File: src/rtl/cycle_run_controller.sv
// Run sequencer for the state generator / cycle checker pair: clear, seed, step and compare
// until a repeat or the step limit. Optional sticky irq output under CYCLE_RUN_IRQ_EN.
module cycle_run_controller #(
    parameter int unsigned SETTLE_CYC = 1,
    parameter int unsigned STEP_W     = 8
) (
    input  logic              clk,
    input  logic              reset,
    input  logic              start,
    input  logic              abort,
    input  logic [STEP_W-1:0] max_steps,
    output logic              gen_load,
    output logic              gen_step,
    output logic              chk_reset,
    output logic              chk_record,
    output logic              chk_compare,
    input  logic              chk_hit,
    output logic              busy,
    output logic              done,
    output logic              cycle_found,
    output logic              timeout,
    output logic [STEP_W-1:0] steps
`ifdef CYCLE_RUN_IRQ_EN
    ,
    input  logic              irq_clr,
    output logic              irq
`endif
);

    localparam int unsigned SET_W = (SETTLE_CYC > 1) ? $clog2(SETTLE_CYC) : 1;

    typedef enum logic [3:0] {
        S_IDLE,
        S_CLR,
        S_REC0,
        S_STEP,
        S_SETTLE,
        S_CMP,
        S_SAMPLE,
        S_REC,
        S_DONE
    } state_t;

    state_t            state;
    logic [STEP_W-1:0] limit;
    logic [SET_W-1:0]  settle_cnt;

    // Sequencer: every strobe is a registered one-cycle pulse tied to the state being entered.
    always_ff @(posedge clk or posedge reset) begin
        if (reset) begin
            state       <= S_IDLE;
            limit       <= '0;
            settle_cnt  <= '0;
            gen_load    <= 1'b0;
            gen_step    <= 1'b0;
            chk_reset   <= 1'b0;
            chk_record  <= 1'b0;
            chk_compare <= 1'b0;
            busy        <= 1'b0;
            done        <= 1'b0;
            cycle_found <= 1'b0;
            timeout     <= 1'b0;
            steps       <= '0;
        end else begin
            gen_load    <= 1'b0;
            gen_step    <= 1'b0;
            chk_reset   <= 1'b0;
            chk_record  <= 1'b0;
            chk_compare <= 1'b0;
            done        <= 1'b0;

            case (state)
                S_IDLE: begin
                    if (start) begin
                        limit       <= max_steps;
                        steps       <= '0;
                        cycle_found <= 1'b0;
                        timeout     <= 1'b0;
                        busy        <= 1'b1;
                        chk_reset   <= 1'b1;
                        gen_load    <= 1'b1;
                        state       <= S_CLR;
                    end
                end
                S_CLR: begin
                    chk_record <= 1'b1;
                    state      <= S_REC0;
                end
                S_REC0: begin
                    if (limit == '0) begin
                        done    <= 1'b1;
                        timeout <= 1'b1;
                        state   <= S_DONE;
                    end else begin
                        gen_step <= 1'b1;
                        steps    <= steps + STEP_W'(1);
                        state    <= S_STEP;
                    end
                end
                S_STEP: begin
                    settle_cnt <= '0;
                    state      <= S_SETTLE;
                end
                S_SETTLE: begin
                    if (settle_cnt == SET_W'(SETTLE_CYC - 1)) begin
                        chk_compare <= 1'b1;
                        state       <= S_CMP;
                    end else begin
                        settle_cnt <= settle_cnt + SET_W'(1);
                    end
                end
                S_CMP: begin
                    state <= S_SAMPLE;
                end
                S_SAMPLE: begin
                    // A repeat takes priority over reaching the limit on the same sample.
                    if (chk_hit) begin
                        done        <= 1'b1;
                        cycle_found <= 1'b1;
                        state       <= S_DONE;
                    end else if (steps == limit) begin
                        done    <= 1'b1;
                        timeout <= 1'b1;
                        state   <= S_DONE;
                    end else begin
                        chk_record <= 1'b1;
                        state      <= S_REC;
                    end
                end
                S_REC: begin
                    gen_step <= 1'b1;
                    steps    <= steps + STEP_W'(1);
                    state    <= S_STEP;
                end
                S_DONE: begin
                    busy  <= 1'b0;
                    state <= S_IDLE;
                end
                default: begin
                    busy  <= 1'b0;
                    state <= S_IDLE;
                end
            endcase

            // Abort cancels whatever the case above scheduled; the partial step count is kept.
            if (abort && (state != S_IDLE)) begin
                state       <= S_IDLE;
                busy        <= 1'b0;
                gen_load    <= 1'b0;
                gen_step    <= 1'b0;
                chk_reset   <= 1'b0;
                chk_record  <= 1'b0;
                chk_compare <= 1'b0;
                done        <= 1'b0;
                steps       <= steps;
                if (state != S_DONE) begin
                    cycle_found <= 1'b0;
                    timeout     <= 1'b0;
                end
            end
        end
    end

`ifdef CYCLE_RUN_IRQ_EN
    // Sticky completion interrupt; a new done takes priority over a same-cycle clear.
    always_ff @(posedge clk or posedge reset) begin
        if (reset) begin
            irq <= 1'b0;
        end else if (done) begin
            irq <= 1'b1;
        end else if (irq_clr) begin
            irq <= 1'b0;
        end
    end
`endif

endmodule
File: config.mk
export PLATFORM = sky130hd
export DESIGN_NAME = cycle_run_controller
export DESIGN_NICKNAME = d
export VERILOG_FILES = /design/src/rtl/cycle_run_controller.sv
export SDC_FILE = /design/constraint.sdc
export NUM_CORES = 1
export LEC_CHECK = 0
export BUFFER_PORTS_ARGS = -buffer_cell sky130_fd_sc_hd__buf_2
export CAP_MARGIN = 20
export CORE_MARGIN = 2
export CORE_UTILIZATION = 45
export DETAILED_ROUTE_END_ITERATION = 8
export HOLD_SLACK_MARGIN = 0.15
export MAX_ROUTING_LAYER = met4
export PLACE_DENSITY = 0.67
export SLEW_MARGIN = 40
export SYNTH_ARGS = -nofsm -noshare
export SYNTH_HDL_FRONTEND = slang
export SYNTH_SLANG_ARGS = --single-unit
File: constraint.sdc
create_clock -name clk -period 4.7 [get_ports clk]
set_input_delay 0.235 -clock clk [delete_from_list [all_inputs] [get_ports clk]]
set_output_delay 0.235 -clock clk [all_outputs]
set_load 0.005 [all_outputs]
==> results.cfg, run 1 <==
[run_status]
status = complete, no violations

[sta]
rsz0062_at_grt = no
finalClockSkew_ps = 7.716
hold_slack_ps = 200.6
slew_headroom = 0.6056
drv_slew = 0
fmax_ghz = 0.5037
setup_ws_ps = 2715
finalSetupViolations = 0
hold_viol_final = 0
final.setup.tns_ps = 0
period_share = 0.4224
post-route-min-period_ps = 1985
worst_pin_slew_ps = 585.4

[logic_synthesis]
ys.flop_type = dfrtp_1
yosys.area_share.simple = 0.2070
synth_compound_area_frac = 0.1597
synthArstFlopShare = 1.000
avgSynthCellArea_um2 = 11.29
yosys.area_share.xor_xnor = 0.05623
synth.distinct_cells = 43
synth_area_um2 = 1535
yosysSeqAreaShare = 0.4564
yosys.area.top_type = dfrtp_1
synth_top_area_frac = 0.4564
yosys_warnings = 0
synth_edf_count = 0
ys_ff_latch = 28
netlist_instances = 136
ys_top_cells_by_count = dfrtp_1, a21oi_1, mux2_2, o21ai_0, xor2_1
synthAdderAreaFrac = 0.008150
synth.most_common_cell = dfrtp_1
yosys-top-cells-area = dfrtp_1, mux2_2, xor2_1, a21oi_1, o21ai_0
synth_top_family_by_area = simple AND/OR/NAND/NOR gates
syn_nets = 150
synthMuxAreaShare = 0.06520

[job]
maxCapViolations = 0

[final_layout]
final_cell_area_um2 = 1807
fill_cells = 309
fin_util = 0.5457
nNetsFinal = 188
areaGrowthSynthToFinish_pct = 17.69
seq_area_um2 = 700.7
antenna_cells = 0
layoutNonFillerInstCount = 218
multiInputGateArea_um2 = 762.0
drive_gt1_frac = 0.3140

[floorplanning]
die_area_um2 = 3895
die_h_um = 62.41
rows = 21
die_w_um = 62.41
io_pins = 30
initial_core_util = 0.4637
coreArea_um2 = 3311

[place]
pre_cts_ws_ps = 2743
io_buffers = 29
place_area_um2 = 1684
gp_congestion = 0.8682
hpwlAfterDp_um = 2280
dpl.cell_count = 205

[setup_path]
worstPathArrival_ps = 2210
crit_type = flop to flop
slowest_delay_ps = 620
cp-start-kind = flop
endpoint_kind = flop
cp.required_ps = 4930
cp_max_fo = 15
path_cells = or4b_4 > nor2_4 > mux2_2
slowest_stage = or4b_4

[clocking]
clockRootBuffer = clkbuf_4
numCtsBuffers = 3
h-tree-depth = 1
cts.reportedPaths.clkPinSlew_ps = 150
cts_setup_buffers = 0
clkLatencyLatePin_ps = 330
clock-sinks = 28
cts_tree = done
cts_max_path_buffers = 2

[routing]
drc = 0
first_iter_violations = 59
via_count = 1225
drt_wl_total_um = 3189
dr.pass1.iters = 4
wire_per_inst_um = 14.63
antenna_left = 0
vias_per_cell = 5.619

[pwr]
power_leakage_nw = 0.8225
power.density_nw_per_um2 = 476.3
vdd_drop_max_mv = 0.2065
power_mw = 0.8606

[hold_path]
hold_class = input port to flop

[global_route]
antenna_found_initial = 0
grt_max_degree = 29
grt_overflow_total = 0
grt_first_pass_wirelength_um = 5699
grt_pass1_vias = 1195
gr-usage-all-layers = 0.1848
-- timing repair --
| item | CTS | global route |
|---|---|---|
| hold buffers | 10 | 0 |
| endpoints found under the hold margin | 37 | 0 |
| resized for setup | 0 | 0 |
-- layer usage --
metal	global-route usage	part of all wire
met5	-	0
met4	0.06111	0.014
met3	0.02883	0.051
met2	0.2849	0.47
met1	0.2509	0.47
-- sequential cells by signal, summed over array words and instances (netlist names) --
register and cells:
state 4, done 1, busy 1, chk_reset 1, steps 8, gen_step 1
limit 8, chk_record 1, chk_compare 1, cycle_found 1, timeout 1
-- kinds of logic (layout without fill, tap and decap cells) --
family,after synthesis,count (layout)
DFF,28,28
buffers and inverters,11,47
adders and majority gates,1,1
xor gates and xnor gates,9,9
AOI/OAI and AO/OA,35,35
muxes,9,9
and+or+nand+nor,43,43
-- report_power, final --
part	switching, mW	total [mW]	internal, mW
combinational	0.183	0.361	0.178
clock	0.0702	0.100	0.0301
sequential	0.0924	0.399	0.307
total	0.345	0.861	0.515
-- cell type report --
cell class | count | area share
inverter | 5 | 0.01039
tap | 46 | 0.03186
clock buffer | 3 | 0.01247
timing repair buffer | 39 | 0.1357
sequential | 28 | 0.3878
multi-input combinational | 97 | 0.4217
-- path summary, 6_finish.rpt --
path / cells after the start / to / slack (ps) / start
max: 3 / limit[5]$_DFFE_PP0P_ / 2710 / state[1]$_DFFE_PP0P_
min: 3 / cycle_found$_DFF_PP0_ / 200 / chk_hit
max reg2reg: 3 / limit[5]$_DFFE_PP0P_ / 2710 / state[1]$_DFFE_PP0P_
min reg2reg: 2 / cycle_found$_DFF_PP0_ / 540 / cycle_found$_DFF_PP0_
max in group asynchronous: 3 / steps[5]$_DFFE_PP0P_ / 3840 / reset
min in group asynchronous: 3 / state[2]$_DFFE_PP0P_ / 480 / reset
-- cell usage in the layout (no fill, tap or decap), types with 3 or more instances in the layout --
master         instances
o21ai_0                8
inv_1                  4
or4_1                  5
nand2b_1               3
dlygate4sd3_1         10
o31ai_1                5
mux2_2                 8
clkbuf_4               3
a211oi_1               3
nor2_1                 7
a31oi_1                3
dfrtp_1               28
xor2_1                 8
a21oi_1                9
buf_2                 29
nand2_1                5
nor4_1                 3
-- worst max-delay path: cells and delay by family (launching register included) --
family,cells,cell delay (ps)
and+or+nand+nor,2,960
DFF,1,540
muxes,1,390
(Power assumes the default switching activity.)
==> run 2: changes to the inputs <==
ABC_AREA = 1   (was default)
PLACE_DENSITY = 0.69   (was 0.67)
clock period = 1.8 ns   (was 4.7 ns; I/O delays follow)
==> results.cfg, run 2 <==
[logic_synthesis]
ys_top_cells_by_count = nand2_1, dfrtp_1, inv_1, nor2_1, nand3_1
synth_top_area_frac = 0.4378
synth.distinct_cells = 25
synthAdderAreaFrac = 0.007819
synth.most_common_cell = nand2_1
synth_top_family_by_area = simple AND/OR/NAND/NOR gates
synthArstFlopShare = 1.000
synth_area_um2 = 1600
synth_compound_area_frac = 0.07271
yosys_warnings = 0
yosys.area.top_type = dfrtp_1
yosys.area_share.xor_xnor = 0.04926
syn_nets = 222
synthMuxAreaShare = 0
ys_ff_latch = 28
yosysSeqAreaShare = 0.4378
ys.flop_type = dfrtp_1
yosys.area_share.simple = 0.3323
netlist_instances = 208
synth_edf_count = 0
yosys-top-cells-area = dfrtp_1, nand2_1, inv_1, nor2_1, nand3_1
avgSynthCellArea_um2 = 7.694

[clocking]
numCtsBuffers = 3
cts.reportedPaths.clkPinSlew_ps = 140
clock-sinks = 28
h-tree-depth = 1
clkLatencyLatePin_ps = 330
cts_tree = done
cts_setup_buffers = 0
cts_resized = 0
cts_max_path_buffers = 2
clockRootBuffer = clkbuf_4
cts_hold_buf = 12

[floorplanning]
initial_core_util = 0.4758
die_h_um = 63.64
coreArea_um2 = 3363
die_area_um2 = 4049
rows = 21
die_w_um = 63.64
io_pins = 30

[place]
io_buffers = 29
hpwlAfterDp_um = 2318
gp_congestion = 0.8713

[sta]
rsz0062_at_grt = no
drv_slew = 0
hold_viol_final = 0
finalSetupViolations = 0
finalClockSkew_ps = 5.269
fmax_ghz = 0.6372
slew_headroom = 0.7682
post-route-min-period_ps = 1569
period_share = 0.8718
worst_pin_slew_ps = 347.7
final.setup.tns_ps = 0

[setup_path]
r2r_cells = 8
ff2ff_setup_slack_ps = 230
r2r_end = steps[2]$_DFFE_PP0P_
cp-start-kind = flop
cp.required_ps = 2030
endpoint_kind = flop
crit_type = flop to flop
worstPathArrival_ps = 1800
cp_max_fo = 14
r2r_start = state[3]$_DFFE_PP0P_

[routing]
drc = 0
via_count = 1334
antenna_left = 0
dr.pass1.iters = 4
wire_per_inst_um = 10.88
first_iter_violations = 48
drt_wl_total_um = 3198
vias_per_cell = 4.537

[global_route]
antenna_found_initial = 0
grt_pass1_vias = 1308
grt_first_pass_wirelength_um = 5706
grt_max_degree = 29
gr-usage-all-layers = 0.1840
grt_overflow_total = 0

[job]
maxCapViolations = 0

[final_layout]
final_common_cell = nand2_1
nNetsFinal = 264
antenna_cells = 0
drive_gt1_frac = 0.2339
mostFrequentLayoutCells = nand2_1, buf_2, dfrtp_1, inv_1, nor2_1
fin_util = 0.5677
reg.largest.list = limit (8), steps (8), state (4)
fill_cells = 346
areaGrowthSynthToFinish_pct = 19.31

[run_status]
status = complete, no violations

[hold_path]
hold_class = input port to asynchronous set/reset pin

[pwr]
vdd_drop_max_mv = 0.6541
power.density_nw_per_um2 = 1167
power_leakage_nw = 1.003
run 2: worst max-delay path by stage:
stage / from / endpoint / slack [ps] / depth (start not counted)
after global routing: state[3]$_DFFE_PP0P_ / steps[5]$_DFFE_PP0P_ / 80 / 8
after detailed placement: state[3]$_DFFE_PP0P_ / steps[2]$_DFFE_PP0P_ / 270 / 8
final: state[3]$_DFFE_PP0P_ / steps[2]$_DFFE_PP0P_ / 230 / 8
after CTS: state[3]$_DFFE_PP0P_ / steps[2]$_DFFE_PP0P_ / 250 / 8
after floorplan: state[1]$_DFFE_PP0P_ / steps[0]$_DFFE_PP0P_ / 450 / 9
after global placement: state[3]$_DFFE_PP0P_ / steps[7]$_DFFE_PP0P_ / 260 / 8
run 2: per-stage QoR:
stage / hold WS, ps / std cells / power, mW / setup slack (ps) / cell area, µm²
3_5_place_dp: 170.4 / 279 / 1.965 / 267.7 / 1767
3_3_place_gp: 166.5 / 279 / 1.959 / 262.6 / 1767
2_1_floorplan: 155.4 / 208 / 1.831 / 452.5 / 1600
6_report: 332.3 / 294 / 2.228 / 230.7 / 1909
5_1_grt: 367.5 / 294 / 2.465 / 82.53 / 1909
4_1_cts: 348.5 / 294 / 2.245 / 249.3 / 1909
run 2: cell type report:
class                      count  area [µm²]  area share
clock buffer                   3       22.52     0.01180
inverter                      31       116.4     0.06094
multi-input combinational    144       739.5      0.3873
sequential                    28       700.7      0.3670
tap                           46       57.56     0.03014
timing repair buffer          42       272.8      0.1429
run 2: power breakdown:
part | internal [mW] | switching [mW] | total (mW) | leakage (nW)
combinational | 0.373 | 0.672 | 1.04 | 0.619
clock | 0.0786 | 0.178 | 0.256 | 0.0138
sequential | 0.793 | 0.134 | 0.927 | 0.370
total | 1.25 | 0.983 | 2.23 | 1.00
run 2: cell families after synthesis:
kind of cell             Yosys count
flip-flops                        28
AND/OR/NAND/NOR                  116
XOR/XNOR                           9
adder cells (fa/ha/maj)            1
AO/OA/AOI/OAI                     18
buffers and inverters             36
run 2: critical path, stage by stage (launching register included):
cell     delay (ps)
dfrtp_1         460
nor2_2          200
nand2_2         110
nor2_1          220
nor2_4           70
nand3_4         200
inv_1           110
nand2_1          80
nand2_1          50
run 2: per-layer routing:
layer | track usage | wire, µm | vias to the layer above
met5 | - | 0 | -
met4 | 0.06522 | 46 | 0
met3 | 0.01786 | 158 | 5
met1 | 0.2511 | 1583 | 579
met2 | 0.2868 | 1409 | 36
li1 | - | - | 714
